--- src/rtl/gate_pkg.sv ---
// gate_pkg: shared definitions for the parking-gate controller.
//   gate_state_e  - FSM state encoding (IDLE/OPEN_ENT/OPEN_SAI/CLOSE)
//   GATE_*        - default values for the gate_controller parameters
//   max2()        - helper used to size the shared timer
package gate_pkg;

  typedef enum logic [1:0] {
    IDLE     = 2'b00,
    OPEN_ENT = 2'b01,
    OPEN_SAI = 2'b10,
    CLOSE    = 2'b11
  } gate_state_e;

  localparam int GATE_CAPACITY     = 63;
  localparam int GATE_OPEN_TIMEOUT = 200;
  localparam int GATE_CLOSE_HOLD   = 4;

  function automatic int max2(input int a, input int b);
    return (a > b) ? a : b;
  endfunction

endpackage

--- src/rtl/gate_timer.sv ---
// gate_timer: loadable down-counter with a done flag.
//   clk, reset   - clock, async active-low reset
//   load_i       - load load_val_i this edge (takes priority over counting)
//   load_val_i   - value to load
//   done_o       - high while the count is zero
// Loading N gives done_o after N further edges, so loading T-1 on the edge
// that enters a state makes that state last exactly T cycles.
module gate_timer #(
  parameter int W = 8
) (
  input  logic         clk,
  input  logic         reset,
  input  logic         load_i,
  input  logic [W-1:0] load_val_i,
  output logic         done_o
);

  logic [W-1:0] cnt_q;

  always_ff @(posedge clk or negedge reset) begin
    if (!reset)              cnt_q <= '0;
    else if (load_i)         cnt_q <= load_val_i;
    else if (cnt_q != '0)    cnt_q <= cnt_q - 1'b1;
  end

  assign done_o = (cnt_q == '0);

endmodule

--- src/rtl/gate_controller.sv ---
// gate_controller: arbitrates entry/exit lanes of a car park barrier.
//   clk, reset            - clock, async active-low reset
//   req_ent, req_sai      - lane requests (level), sampled only in IDLE
//   pass_sensor           - vehicle has cleared the barrier
//   occupancy             - current car count
//   alerta, emergencia    - flood status; block entry (emergencia also aborts
//                           an open entry)
//   grant_ent, grant_sai  - lane being served (registered)
//   gate_open             - barrier open command (registered)
//   inc, dec              - one-cycle counter pulses on a completed passage
//   full                  - occupancy >= CAPACITY (combinational)
//   denied_cnt            - refused entry requests, saturating; only counts
//                           when GATE_STATS_EN is defined, otherwise tied to 0
module gate_controller
  import gate_pkg::*;
#(
  parameter int CAPACITY     = GATE_CAPACITY,
  parameter int OPEN_TIMEOUT = GATE_OPEN_TIMEOUT,
  parameter int CLOSE_HOLD   = GATE_CLOSE_HOLD
) (
  input  logic       clk,
  input  logic       reset,
  input  logic       req_ent,
  input  logic       req_sai,
  input  logic       pass_sensor,
  input  logic [5:0] occupancy,
  input  logic       alerta,
  input  logic       emergencia,
  output logic       grant_ent,
  output logic       grant_sai,
  output logic       gate_open,
  output logic       inc,
  output logic       dec,
  output logic       full,
  output logic [7:0] denied_cnt
);

  localparam int TW = $clog2(max2(OPEN_TIMEOUT, CLOSE_HOLD) + 1);

  gate_state_e state_q;
  logic        grant_ent_q, grant_sai_q, gate_open_q, inc_q, dec_q;
  logic        last_sai_q;   // 1: exit lane was granted last
  logic        ent_ok, pick_ent, start, open_exit, tmr_done, tmr_load;
  logic [TW-1:0] tmr_val;

  assign full     = (32'(occupancy) >= 32'(CAPACITY));
  assign ent_ok   = req_ent & ~full & ~alerta & ~emergencia;
  // On a tie the lane not served last wins.
  assign pick_ent = ent_ok & (~req_sai | last_sai_q);
  assign start    = (state_q == IDLE) & (ent_ok | req_sai);
  // Emergencia aborts only the entry opening; the exit lane keeps running.
  assign open_exit = ((state_q == OPEN_ENT) & (emergencia | pass_sensor | tmr_done)) |
                     ((state_q == OPEN_SAI) & (pass_sensor | tmr_done));

  // One timer: opening timeout, then reloaded for the close hold.
  assign tmr_load = start | open_exit;
  assign tmr_val  = start ? TW'(OPEN_TIMEOUT - 1) : TW'(CLOSE_HOLD - 1);

  gate_timer #(.W(TW)) u_timer (
    .clk        (clk),
    .reset      (reset),
    .load_i     (tmr_load),
    .load_val_i (tmr_val),
    .done_o     (tmr_done)
  );

  always_ff @(posedge clk or negedge reset) begin
    if (!reset) begin
      state_q     <= IDLE;
      grant_ent_q <= 1'b0;
      grant_sai_q <= 1'b0;
      gate_open_q <= 1'b0;
      inc_q       <= 1'b0;
      dec_q       <= 1'b0;
      last_sai_q  <= 1'b1;
    end else begin
      inc_q <= 1'b0;
      dec_q <= 1'b0;
      case (state_q)
        IDLE: if (start) begin
          gate_open_q <= 1'b1;
          if (pick_ent) begin
            state_q     <= OPEN_ENT;
            grant_ent_q <= 1'b1;
            last_sai_q  <= 1'b0;
          end else begin
            state_q     <= OPEN_SAI;
            grant_sai_q <= 1'b1;
            last_sai_q  <= 1'b1;
          end
        end
        OPEN_ENT: if (open_exit) begin
          state_q     <= CLOSE;
          grant_ent_q <= 1'b0;
          gate_open_q <= 1'b0;
          inc_q       <= pass_sensor & ~emergencia;
        end
        OPEN_SAI: if (open_exit) begin
          state_q     <= CLOSE;
          grant_sai_q <= 1'b0;
          gate_open_q <= 1'b0;
          dec_q       <= pass_sensor;
        end
        CLOSE: if (tmr_done) state_q <= IDLE;
        default: state_q <= IDLE;
      endcase
    end
  end

  assign grant_ent = grant_ent_q;
  assign grant_sai = grant_sai_q;
  assign gate_open = gate_open_q;
  assign inc       = inc_q;
  assign dec       = dec_q;

`ifdef GATE_STATS_EN
  logic [7:0] denied_q;
  always_ff @(posedge clk or negedge reset) begin
    if (!reset) denied_q <= '0;
    else if ((state_q == IDLE) && req_ent && !ent_ok && (denied_q != 8'hFF))
      denied_q <= denied_q + 8'd1;
  end
  assign denied_cnt = denied_q;
`else
  assign denied_cnt = 8'd0;
`endif

endmodule
--- config.mk ---
export PLATFORM = sky130hd
export DESIGN_NAME = gate_controller
export DESIGN_NICKNAME = d
export VERILOG_FILES = /design/src/rtl/gate_pkg.sv /design/src/rtl/gate_timer.sv /design/src/rtl/gate_controller.sv
export SDC_FILE = /design/constraint.sdc
export NUM_CORES = 1
export LEC_CHECK = 0
export CORE_ASPECT_RATIO = 1.5
export CORE_MARGIN = 3
export CORE_UTILIZATION = 51
export DETAILED_ROUTE_END_ITERATION = 6
export PLACE_DENSITY_LB_ADDON = 0.2
export SLEW_MARGIN = 20
export SYNTH_ARGS = -nofsm -noshare
export SYNTH_HDL_FRONTEND = slang
export SYNTH_SLANG_ARGS = --single-unit
--- constraint.sdc ---
create_clock -name clk -period 3.2 [get_ports clk]
set_input_delay 0.64 -clock clk [delete_from_list [all_inputs] [get_ports clk]]
set_output_delay 0.64 -clock clk [all_outputs]
set_load 0.03 [all_outputs]
==> impl_metrics.py <==
metrics = {
    "synthesis": {
        "synth.area.top_cells": "dfrtp_1 36%, ha_1 7.2%, buf_4 5.8%",
        "synthCells": 106,
        "post_synth_num_cell_types": 41,
        "yosysMostFrequentCell": "dfrtp_1",
        "synth_area_mm2": 0.00104,
        "yosysWarnings": 0,
        "ys.flop_type": "dfrtp_1",
        "ys_async_sr_fraction_pct": 100,
        "yosysTopAreaCell": "dfrtp_1",
        "synth-edff-count": 0,
        "ys_seq_elements": 16,
        "syn_avg_cell_area_um2": 9.80,
        "yosys.area.top_type_share_pct": 36.1,
        "ys_seq_area_share_pct": 38.7,
        "netlist_top_cells_count": "15 x dfrtp_1, 11 x o21ai_0, 9 x nor2_1, 8 x buf_4, 7 x inv_1",
    },
    "timing": {
        "relSlewSlack_pct": 49.0,
        "period_minus_slack_ns": 2.67,
        "rsz0062_at_grt": "no",
        "tightest_slew_ns": 0.763,
        "fin_skew_ns": 0.00233,
        "slew_violations": 0,
        "fin_ws_ns": 0.531,
        "setup_viol": 0,
        "hold_viol_final": 0,
        "setup-tns-final_ns": 0,
        "timing.fmax_mhz": 375,
        "finalCritPeriodShare_pct": 83.4,
    },
    "global_routing": {
        "antenna_found_initial": 0,
        "grt_pass1_vias": 881,
        "grtUsageTotal_pct": 19.8,
        "grt_max_degree": 17,
        "grt_pass1_wl_um": 3880,
        "gr-total-overflow": 0,
    },
    "flow_run": {
        "cap_violations": 0,
    },
    "clocking": {
        "clk_latency_ns": 0.28,
        "cts-resized-gates": 0,
        "clkTransAtPathRegs_ns": 0.10,
        "cts_buffers": 3,
        "cts-root-buf": "clkbuf_4",
        "cts_htree_levels": 1,
        "cts_buffer_depth": 2,
        "clock_sinks": 16,
        "cts_setup_buffers": 0,
        "cts_tree": "built",
        "cts_hold_buffers": 0,
    },
    "pwr": {
        "internal_power_uw": 645,
        "combPwrFrac_pct": 54.5,
        "p_switching_uw": 483,
        "p_sw_share_pct": 42.8,
        "finalPower_mw": 1.13,
        "power.share.sequential_pct": 33.8,
        "peakVddDrop_uv": 492,
        "power_density_mw_per_mm2": 904,
        "pwr-share-clk_pct": 11.8,
        "leakagePower_nw": 0.547,
    },
    "route": {
        "drt-total-wl_um": 2210,
        "num_vias": 832,
        "via_per_inst": 5.62,
        "drt_iter0_markers": 23,
        "drt-pass1-iter-count": 4,
        "wl_per_cell_um": 14.9,
        "drtAntennaViolNets": 0,
        "drc": 0,
    },
    "floorplanning": {
        "die_height_um": 61.3,
        "start_util_pct": 55.3,
        "rows": 19,
        "fp.dieW_um": 42.8,
        "num_io_pins": 27,
        "dieArea_mm2": 0.00262,
        "core-area_mm2": 0.00188,
    },
    "final_layout": {
        "fill_cells": 162,
        "area_growth_pct": 20.1,
        "stdcell_area_mm2": 0.00125,
        "stdcell_count": 148,
        "multiInputGateArea_um2": 577,
        "nNetsFinal": 147,
        "drive_above_1_share_pct": 10.2,
        "num_antenna_cells": 0,
        "ff_latch_area_um2": 402,
    },
    "worst_setup_path": {
        "critPathLaunch": "occupancy[3]",
        "cp-endpoint": "full",
        "crit_path_max_fanout": 3,
        "r2r_slack_ns": 1.06,
        "path_class": "in -> out",
        "timing.rr.start": "u_timer.cnt_q[3]$_DFFE_PN0P_",
        "end_kind": "output port",
        "required_ns": 2.56,
        "worst_r2r_path_depth": 5,
        "r2r-end": "state_q[1]$_DFFE_PN0P_",
        "critPathLaunchType": "input pin",
        "cp.arrival_ns": 2.03,
    },
    "min_path": {
        "hp-class": "reg -> reg",
    },
    "placement": {
        "hpwlAfterDp_um": 1770,
        "post_dp_cell_area_mm2": 0.00121,
        "dp_slack_ns": 0.534,
        "io_buffers": 18,
        "dp.cells": 144,
        "routabilityCongestion": 0.810,
    },
    "run_status": {
        "status": "finished, final reports clean",
    },
}
## metal layers
metal  up-vias  GRT usage (%)  share of wire [%]
met5         -              0                  0
met4         0           8.44               0.72
met3         2           2.34                3.1
met2        15           38.0                 59
met1       406           21.6                 37
li1        409              -                  -
## per-stage QoR
| stage | utilization, % | hold slack (ns) |
|---|---|---|
| floorplan | - | 0.344 |
| global placement | 64.5 | 0.505 |
| detailed placement | 64.5 | 0.503 |
| CTS | 66.4 | 0.525 |
| global route | 66.4 | 0.577 |
| finish | 66.4 | 0.519 |
## cell families after synthesis
family          synth area share (%)
buf+inv                         8.31
fa+ha+maj                       7.23
xor+xnor                        5.06
mux                            0.964
flops                           38.7
simple gates                    19.9
compound gates                  19.5
other cells                    0.361
## power groups by stage
stage	Combinational, mW	Sequential (mW)	Clock, mW
2_1_floorplan	0.432	0.405	0
3_3_place_gp	0.602	0.379	0
3_5_place_dp	0.621	0.385	0
4_1_cts	0.624	0.381	0.136
5_1_grt	0.693	0.397	0.144
6_report	0.615	0.381	0.133
## worst max-delay path, cell delays in order
cell and delay [ns]:
clkdlybuf4s50_1 0.47, nand4_1 0.14, nor2_1 0.11, clkdlybuf4s50_1 0.67
## worst min-delay path by stage
stage	startpoint	endpoint	cells after the start
detailed placement	u_timer.cnt_q[1]$_DFFE_PN0P_	u_timer.cnt_q[1]$_DFFE_PN0P_	2
finish	u_timer.cnt_q[1]$_DFFE_PN0P_	u_timer.cnt_q[1]$_DFFE_PN0P_	2
global route	u_timer.cnt_q[1]$_DFFE_PN0P_	u_timer.cnt_q[1]$_DFFE_PN0P_	2
CTS	u_timer.cnt_q[1]$_DFFE_PN0P_	u_timer.cnt_q[1]$_DFFE_PN0P_	2
global placement	u_timer.cnt_q[1]$_DFFE_PN0P_	u_timer.cnt_q[1]$_DFFE_PN0P_	2
floorplan	reset	dec$_DFF_PN0_	0
## cell usage in the layout, fill, tap and decap left out, types with 2 or more instances in the layout
cell / count
conb_1: 8
nor2_1: 9
clkbuf_4: 3
o21ai_0: 11
a2bb2oi_1: 2
nor3_1: 2
ha_1: 6
clkdlybuf4s50_1: 18
xnor2_1: 6
nor4_1: 2
dfrtp_1: 15
inv_1: 7
o21a_1: 2
a21oi_1: 3
nand2_1: 5
## cell type report
type                            instances  share of cell area (%)
Tap cell                               21                    2.11
Inverter                                7                    2.11
Clock buffer                            4                    2.91
Multi-Input combinational cell         82                    46.2
Timing Repair Buffer                   18                    14.4
Sequential cell                        16                    32.2
## flip-flops by register name, summed over array words and instances (netlist names)
name	cells
u_timer.cnt_q	8
state_q	2
dec	1
gate_open	1
grant_ent	1
grant_sai	1
inc	1
last_sai_q	1
Note: power is estimated with default switching activity, not from simulation.
==> RTL change (same settings) <==
The 4 states of `gate_state_e` get a one-hot encoding in 4 bits.
--- a/src/rtl/gate_pkg.sv
+++ b/src/rtl/gate_pkg.sv
@@ -6,7 +6,7 @@
 
-  typedef enum logic [1:0] {
-    IDLE     = 2'b00,
-    OPEN_ENT = 2'b01,
-    OPEN_SAI = 2'b10,
-    CLOSE    = 2'b11
+  typedef enum logic [3:0] {
+    IDLE     = 4'b0001,
+    OPEN_ENT = 4'b0010,
+    OPEN_SAI = 4'b0100,
+    CLOSE    = 4'b1000
   } gate_state_e;
Check against the original RTL: no difference found for any inputs over 10 cycles, from zero or initial values and one cycle with reset low; not proved beyond that.
==> RTL change against the original RTL <==
  * Design area up 2.4%
  * Worst setup slack worse by 0.030 ns
  * Total power down 15%
  * Hold slack worse by 0.0013 ns
  * Final cell count up 1.4%
  * Routed wire length down 9.1%
  * Critical path depth unchanged
  * Sequential share of layout area up 3.3 points
  * Combinational power down 35%
  * Sequential cell count up 2
  * Clock power up 6%
  * Synthesized area up 2.9%
  * Critical path type unchanged
  * Highest routed layer unchanged
==> RTL change: results (changes against the original RTL) <==
via count: 811 (-2.5%)
post-CTS resize count: 0 (unchanged)
Top Registers: u_timer.cnt_q x8, state_q x4
layout cells sized above 1: 13.2% (+2.9 points)
VDD IR max: 575 uV (+17%)
Ys Warns: 0 (unchanged)
DPL Wire Length: 1.59 mm (-10%)
Starting DRT DRC Count: 7 (-70%)
H-tree depth: 1 (unchanged)
Die Wd: 43.4 microns (+1.2%)
DRT Pass-1 Iters: 4 (unchanged)
Arrival @ worst endpoint: 2.06 ns (+0.03 ns)
slowest stage cell, crit path: clkdlybuf4s50_1
worst slack at placement: 0.497 ns (-0.0368 ns)
Tightest Pin Transition: 0.784 ns (+0.0217 ns)
WL final: 2.01 mm (-9.1%)
global placement routability congestion: 0.781 (-3.6%)
Clock Skews: 0.00187 ns (-0.000453 ns)
first-pass GRT wire length: 3.57 mm (-8.2%)
Static Leak: 0.553 nW (+1.1%)
Seq/Total Area, Yosys: 42.4% (+3.7 points)
Nets: 144 (-2.0%)
Layout fillers: 159 (-1.9%)
GRT Overall Usage: 17.9% (-1.9 points)
largest net degree at the start of global routing: 19 (+2)
synth cell count leaders: dfrtp_1, nor2_1, buf_4, inv_1, o21ai_0
Reg clk slew, reported paths: 0.10 ns (about the same)
placed cell areas: 1240 sq um (+2.5%)
status: completed
worst skew pair latency: 0.29 ns
synth top area cells: dfrtp_1, buf_4, dfstp_2
crit path max fanout: 3 (unchanged)
Ant. Diodes: 0 (unchanged)
PD cells: 751 nW/um^2 (-17%)
RTL change: cell types whose count changed after synthesis, moves of 2 or more:
| cell | before | now |
|---|---|---|
| a2bb2oi_1 | 2 | 0 |
| nand2b_1 | 0 | 3 |
| xnor2_1 | 6 | 2 |
| ha_1 | 6 | 1 |
| o21ai_0 | 11 | 8 |
| nor4b_4 | 0 | 2 |
| a21oi_1 | 3 | 6 |
| a21o_1 | 0 | 3 |
| nor4b_2 | 0 | 2 |
| nor2b_1 | 1 | 4 |
RTL change: cells by family (layout without fill, tap and decap cells):
logic type / Yosys count / after routing / synth area share (%)
buffers and inverters: 16 / 30 / 8.43
muxes: 2 / 2 / 1.87
and+or+nand+nor: 38 / 38 / 24.9
DFF: 18 / 18 / 42.4
xor gates and xnor gates: 2 / 2 / 1.64
AOI/OAI and AO/OA: 30 / 30 / 19.2
adders and majority gates: 1 / 1 / 1.17
other: 1 / 8 / 0.351
RTL change: through the flow:
step / power [W] / instances / hold slack (ns)
after global placement: 0.000814 / 146 / 0.504
final: 0.000960 / 150 / 0.517
after CTS: 0.000971 / 150 / 0.521
after global routing: 0.00104 / 150 / 0.564
after floorplan: 0.000718 / 115 / 0.344
after detailed placement: 0.000828 / 146 / 0.505
RTL change: report_power, final:
group / internal [W] / leakage (nW) / total (W) / switching [W]
clock network: 0.0000694 / 0.0210 / 0.000141 / 0.0000712
registers: 0.000319 / 0.211 / 0.000422 / 0.000103
logic: 0.000191 / 0.321 / 0.000397 / 0.000206
total: 0.000580 / 0.553 / 0.000960 / 0.000380
RTL change: final cells by class:
class | instances | share of cell area (%)
multi-input cells | 81 | 43.2
flip-flops and latches | 18 | 35.5
repair buffers | 18 | 14.1
clock buffers | 4 | 2.84
inverters | 8 | 2.35
well taps | 21 | 2.06
RTL change: final timing paths:
kind	start	endpoint	slack, ns	cells past startpoint
worst max-delay path	occupancy[3]	full	0.50	4
worst min-delay path	gate_open	gate_open	0.52	2
worst max register to register	u_timer.cnt_q[0]	u_timer.cnt_q[6]	1.32	6
worst min register to register	gate_open	gate_open	0.52	2
max in group asynchronous	reset	u_timer.cnt_q[3]	1.92	1
min in group asynchronous	reset	u_timer.cnt_q[6]	0.79	1
RTL change: worst register-to-register path, cell delays in order, from the launching register on:
cell	delay (ns)
dfrtp_1	0.41
inv_1	0.10
ha_1	0.21
nor4b_4	0.32
a21oi_2	0.15
o21ai_1	0.38
o21ai_0	0.16
RTL change: routing by layer:
| layer | vias to the layer above | global-route usage [%] | wire length (microns) |
|---|---|---|---|
| li1 | 407 | - | - |
| met1 | 384 | 19.5 | 773 |
| met2 | 16 | 32.3 | 1110 |
| met3 | 4 | 2.31 | 72 |
| met4 | 0 | 11.6 | 54 |
| met5 | - | 0 | 0 |
